**src/rtl/rast_tri_fifo.sv**
```systemverilog
// rast_tri_fifo: first-word-fall-through triangle FIFO between raster stages.
// Holds DEPTH triangles (vertices + colour) with a valid/halt handshake on both sides.
// Optional macro RAST_TRI_CULL_EN: zero-area triangles are accepted but dropped,
// and culled_cnt_RnnnnU counts them (saturating). Without it the counter reads 0.
module rast_tri_fifo #(
  parameter int SIGFIG = 24,
  parameter int RADIX  = 10,
  parameter int VERTS  = 3,
  parameter int AXIS   = 3,
  parameter int COLORS = 3,
  parameter int DEPTH  = 4
) (
  input  logic                                          clk,
  input  logic                                          rst,
  input  logic signed [VERTS-1:0][AXIS-1:0][SIGFIG-1:0] tri_R10S,
  input  logic        [COLORS-1:0][SIGFIG-1:0]          color_R10U,
  input  logic                                          validTri_R10H,
  output logic                                          halt_RnnnnL,
  output logic signed [VERTS-1:0][AXIS-1:0][SIGFIG-1:0] tri_R11S,
  output logic        [COLORS-1:0][SIGFIG-1:0]          color_R11U,
  output logic                                          validTri_R11H,
  input  logic                                          halt_R11L,
  output logic        [$clog2(DEPTH+1)-1:0]             count_R11U,
  output logic        [15:0]                            culled_cnt_RnnnnU
);

  localparam int CW = $clog2(DEPTH + 1);
  localparam int PW = $clog2(DEPTH);

  typedef logic [VERTS-1:0][AXIS-1:0][SIGFIG-1:0] vtx_set_t;
  typedef logic [COLORS-1:0][SIGFIG-1:0]          col_t;

  // Fraction position is carried for documentation of the fixed-point format only.
  logic [31:0] unused_radix;
  assign unused_radix = RADIX;

  vtx_set_t        tri_mem [DEPTH];
  col_t            col_mem [DEPTH];
  logic [PW-1:0]   wr_ptr_q, wr_ptr_d, rd_ptr_q, rd_ptr_d;
  logic [CW-1:0]   count_q, count_d;
  logic            accept, wr_en, rd_en, cull;

  // Ready only depends on occupancy and reset, never on upstream data/valid.
  assign halt_RnnnnL   = rst & (count_q < CW'(DEPTH));
  assign validTri_R11H = (count_q != '0);
  assign count_R11U    = count_q;

  // Head entry falls through; zeroed when the FIFO is empty.
  always_comb begin
    tri_R11S   = '0;
    color_R11U = '0;
    if (validTri_R11H) begin
      tri_R11S   = tri_mem[rd_ptr_q];
      color_R11U = col_mem[rd_ptr_q];
    end
  end

`ifdef RAST_TRI_CULL_EN
  localparam int DW = SIGFIG + 1;
  localparam int MW = 2 * SIGFIG + 2;
  localparam int AW = 2 * SIGFIG + 3;

  logic signed [DW-1:0] dx1, dy1, dx2, dy2;
  logic signed [MW-1:0] p_a, p_b;
  logic signed [AW-1:0] area;
  logic [15:0]          culled_q, culled_d;

  // Sign-extend by one bit before subtracting so the difference never overflows.
  function automatic logic signed [DW-1:0] dsub(input logic [SIGFIG-1:0] a,
                                                input logic [SIGFIG-1:0] b);
    return $signed({a[SIGFIG-1], a}) - $signed({b[SIGFIG-1], b});
  endfunction

  // Twice the signed area of the incoming triangle, exact at full width.
  always_comb begin
    dx1  = dsub(tri_R10S[1][0], tri_R10S[0][0]);
    dy1  = dsub(tri_R10S[1][1], tri_R10S[0][1]);
    dx2  = dsub(tri_R10S[2][0], tri_R10S[0][0]);
    dy2  = dsub(tri_R10S[2][1], tri_R10S[0][1]);
    p_a  = $signed({{(MW-DW){dx1[DW-1]}}, dx1}) * $signed({{(MW-DW){dy2[DW-1]}}, dy2});
    p_b  = $signed({{(MW-DW){dx2[DW-1]}}, dx2}) * $signed({{(MW-DW){dy1[DW-1]}}, dy1});
    area = $signed({p_a[MW-1], p_a}) - $signed({p_b[MW-1], p_b});
    cull = (area == '0);
  end

  // Saturating count of accepted-but-dropped degenerate triangles.
  always_comb begin
    culled_d = culled_q;
    if (accept && cull && (culled_q != 16'hFFFF)) culled_d = culled_q + 16'd1;
  end

  // Cull counter register.
  always_ff @(posedge clk or negedge rst) begin
    if (!rst) culled_q <= '0;
    else      culled_q <= culled_d;
  end

  assign culled_cnt_RnnnnU = culled_q;
`else
  assign cull              = 1'b0;
  assign culled_cnt_RnnnnU = '0;
`endif

  // Handshake decode and next-state for pointers/occupancy; pointers wrap mod DEPTH.
  always_comb begin
    accept   = validTri_R10H & halt_RnnnnL;
    wr_en    = accept & ~cull;
    rd_en    = validTri_R11H & halt_R11L;
    wr_ptr_d = wr_en ? wr_ptr_q + PW'(1) : wr_ptr_q;
    rd_ptr_d = rd_en ? rd_ptr_q + PW'(1) : rd_ptr_q;
    count_d  = count_q + CW'(wr_en) - CW'(rd_en);
  end

  // Pointer and occupancy registers; reset discards all entries at once.
  always_ff @(posedge clk or negedge rst) begin
    if (!rst) begin
      wr_ptr_q <= '0;
      rd_ptr_q <= '0;
      count_q  <= '0;
    end else begin
      wr_ptr_q <= wr_ptr_d;
      rd_ptr_q <= rd_ptr_d;
      count_q  <= count_d;
    end
  end

  // Storage write; contents need no reset since validity comes from count.
  always_ff @(posedge clk) begin
    if (wr_en) begin
      tri_mem[wr_ptr_q] <= tri_R10S;
      col_mem[wr_ptr_q] <= color_R10U;
    end
  end

endmodule

```
**config.mk**
```make
export PLATFORM = sky130hd
export DESIGN_NAME = rast_tri_fifo
export DESIGN_NICKNAME = d
export VERILOG_FILES = /design/src/rtl/rast_tri_fifo.sv
export SDC_FILE = /design/constraint.sdc
export NUM_CORES = 1
export LEC_CHECK = 0
export BUFFER_PORTS_ARGS = -buffer_cell sky130_fd_sc_hd__buf_2
export CAP_MARGIN = 30
export CORE_ASPECT_RATIO = 2
export CORE_MARGIN = 1.5
export CORE_UTILIZATION = 45
export DETAILED_ROUTE_END_ITERATION = 8
export SLEW_MARGIN = 40
export SYNTH_ARGS = -nofsm -noshare
export SYNTH_HDL_FRONTEND = slang
export SYNTH_SLANG_ARGS = --single-unit
```
**constraint.sdc**
```tcl
create_clock -name clk -period 10.2 [get_ports clk]
set_input_delay 1.02 -clock clk [delete_from_list [all_inputs] [get_ports clk]]
set_output_delay 1.02 -clock clk [all_outputs]
set_load 0.02 [all_outputs]
```
==> qor.txt <==
Status: finished clean
Worst Path Required: 9.18 ns
Clock Path Buffers: 3
Leakage: 0.0173 µW
H-tree Lvls: 3
Initial DRC count: 1128
Setup TNS: 0 ns
Initial Utilization: 0.455
Initial antenna violation count: 50
Die Area: 99600 µm²
Nets@finish: 2794
Pre-antenna DRT Iters: 4
DR WL/cell: 24.7 µm
Mapped Cells: 1878
Clock tree sinks: 1159
Crit path capture type: primary output
Vias after detailed routing: 20600
Worst path slowest cell: mux4_2
Tcrit/Tclk final: 0.463
Clock Latency Late Sink: 0.71 ns
Synth area leaders: edfxtp_1, mux4_2, and2_1
Post-CTS Setup Bufs: 0
Final setup fails: 0
Largest net degree at the start of global routing: 125
Die H: 445 µm
Worst-path maximum fanout: 55
Synthesis Warnings: 0
Worst-Margin Slew: 0.854 ns
Die X: 224 µm
Critical Path AT: 3.70 ns
Placer congestion estimate: 0.728
Fmax: 212 MHz
Pins Over Slew Limit: 0
GR Util met2: 0.302
Element type at the critical path start: flop
Min-delay worst type: input pin to asynchronous set/reset pin
Placed instance area: 48400 µm²
Gr ovfl total: 0
RSZ-0062 raised after global routing: no
Slew margin rel.: 0.430
Met3 Use GR: 0.0805
First-pass GRT wire length: 141 mm
Seq cells post-synth: 1159
Max incr delay on CP: 0.59 ns
Antenna Nets Post-Route: 0
Rows: 161
Met1 usage: 0.237
# DRC: 0
Post-route cell area: 51500 µm²
Core area: 96500 µm²
Largest area contributor in the netlist: edfxtp_1
Synthesized cell area: 43900 µm²
Hold buffer count at CTS: 0
Pwr per Cell Area: 281 nW/µm²
Synth-to-layout area growth: 17.4%
Clock-pin slew on the worst setup and hold paths: 0.06 ns
Crit path kind: flop to primary output
Max-cap check violation count: 0
CTS tree: yes
Worst path cell trace: buf_12 > buf_16 > buf_6 > mux4_2 > and2_1 > buf_2
CTS root buf: clkbuf_16
Yosys top cell area share: 0.788
Fin crit period: 4.72 ns
Commonest non-fill, non-tap cell in the layout: edfxtp_1
I/O pin total: 601
Buffers on Ports: 584
# resized after CTS: 0
Commonest non-fill, non-tap cells in the layout: edfxtp_1, buf_2, and2_1, mux4_2, clkbuf_16
Vias per Instance: 5.41
CTS Buf Count: 98
VDD IR max: 248 µV
Syn_area_per_cell: 23.4 µm²
Power Total: 14500 µW
Busiest grt layer: met2
Worst Skew: 0.0145 ns
Yosys cell types: 21
Dpl hpwl: 57.6 mm
Final hold viol count: 0
Vias in the first global route: 22100
Layout cells sized above 1: 0.406
Post-synthesis sequential area ratio: 0.792
Global-route usage over all layers: 0.190
Total Routed Length: 94.3 mm
==> area by class of cell <==
class	instances	area, µm²
Timing Repair Buffer	615	3520
Inverter	7	26.3
Clock inverter	56	495
Fill cell	7493	44900
Clock buffer	126	2600
Tap cell	1222	1530
Multi-Input combinational cell	614	8580
Antenna cell	11	27.5
Sequential cell	1159	34800
==> critical path: cells and delay by family, from the launching register on <==
kind | cells | cell delay [ns]
buffers and inverters | 4 | 1.41
flip-flops | 1 | 0.51
multiplexers | 1 | 0.59
AND/OR/NAND/NOR | 1 | 0.17
==> state kept, by name (all words and copies together) (netlist names) <==
signal      flops
col_mem       288
tri_mem       864
count_R11U      3
rd_ptr_q        2
wr_ptr_q        2
==> final timing paths <==
check | startpoint | to | slack [ns] | cells after the start
min in group clk | color_R10U[63] | col_mem[0][63] | 0.53 | 1
setup / recovery | rd_ptr_q[0] | color_R11U[69] | 5.48 | 6
hold / removal | rst | wr_ptr_q[1] | 0.15 | 1
max in group asynchronous | rst | rd_ptr_q[1] | 9.86 | 1
hold reg to reg | count_R11U[0] | count_R11U[0] | 0.60 | 1
setup reg to reg | count_R11U[2] | col_mem[1][17] | 6.72 | 5
==> stage by stage <==
| stage | utilization | setup WS (ns) | hold slack [ns] | std cells |
|---|---|---|---|---|
| detailed placement | 0.501 | 5.66 | 0.586 | 3615 |
| CTS | 0.533 | 5.33 | 0.103 | 3797 |
| global placement | 0.499 | 5.70 | 0.559 | 3604 |
| floorplan | - | 1.57 | 0.534 | 1893 |
| finish | 0.534 | 5.48 | 0.155 | 3810 |
| global route | 0.534 | 5.19 | 0.134 | 3805 |
==> cell usage after synthesis <==
master	instances
buf_2	42
ha_1	6
o31ai_1	1
clkbuf_1	41
buf_4	17
buf_6	11
nor2b_1	1
mux2_2	1
edfxtp_1	1152
buf_1	2
xor2_1	1
dfrtp_1	7
and2_1	292
and3b_1	1
o311ai_0	1
conb_1	1
fa_1	1
mux4_2	288
or3_1	1
xnor2_1	4
inv_1	7
==> per-layer routing <==
metal  wire length, µm  vias up
met4              1990       74
met1             37000    10800
met2             45400      666
met5               480        -
met3              9370      180
li1                  -     8919
==> where the power goes <==
part           total [µW]  internal [µW]  switching, µW
combinational        5090           2120           2980
clock                3640           1990           1650
sequential           5730           5620            110
==> cells by family (layout without fill, tap and decap cells) <==
logic type / Yosys count / in the layout / synth area share
flops: 1159 / 1159 / 0.792
simple gates: 295 / 295 / 0.0421
mux: 289 / 289 / 0.148
buf+inv: 120 / 804 / 0.0148
fa+ha+maj: 7 / 7 / 0.00216
xor+xnor: 5 / 5 / 0.000997
compound gates: 2 / 2 / 0.000370
other cells: 1 / 27 / 0.0000854
Power figures use the tool's default switching activity.
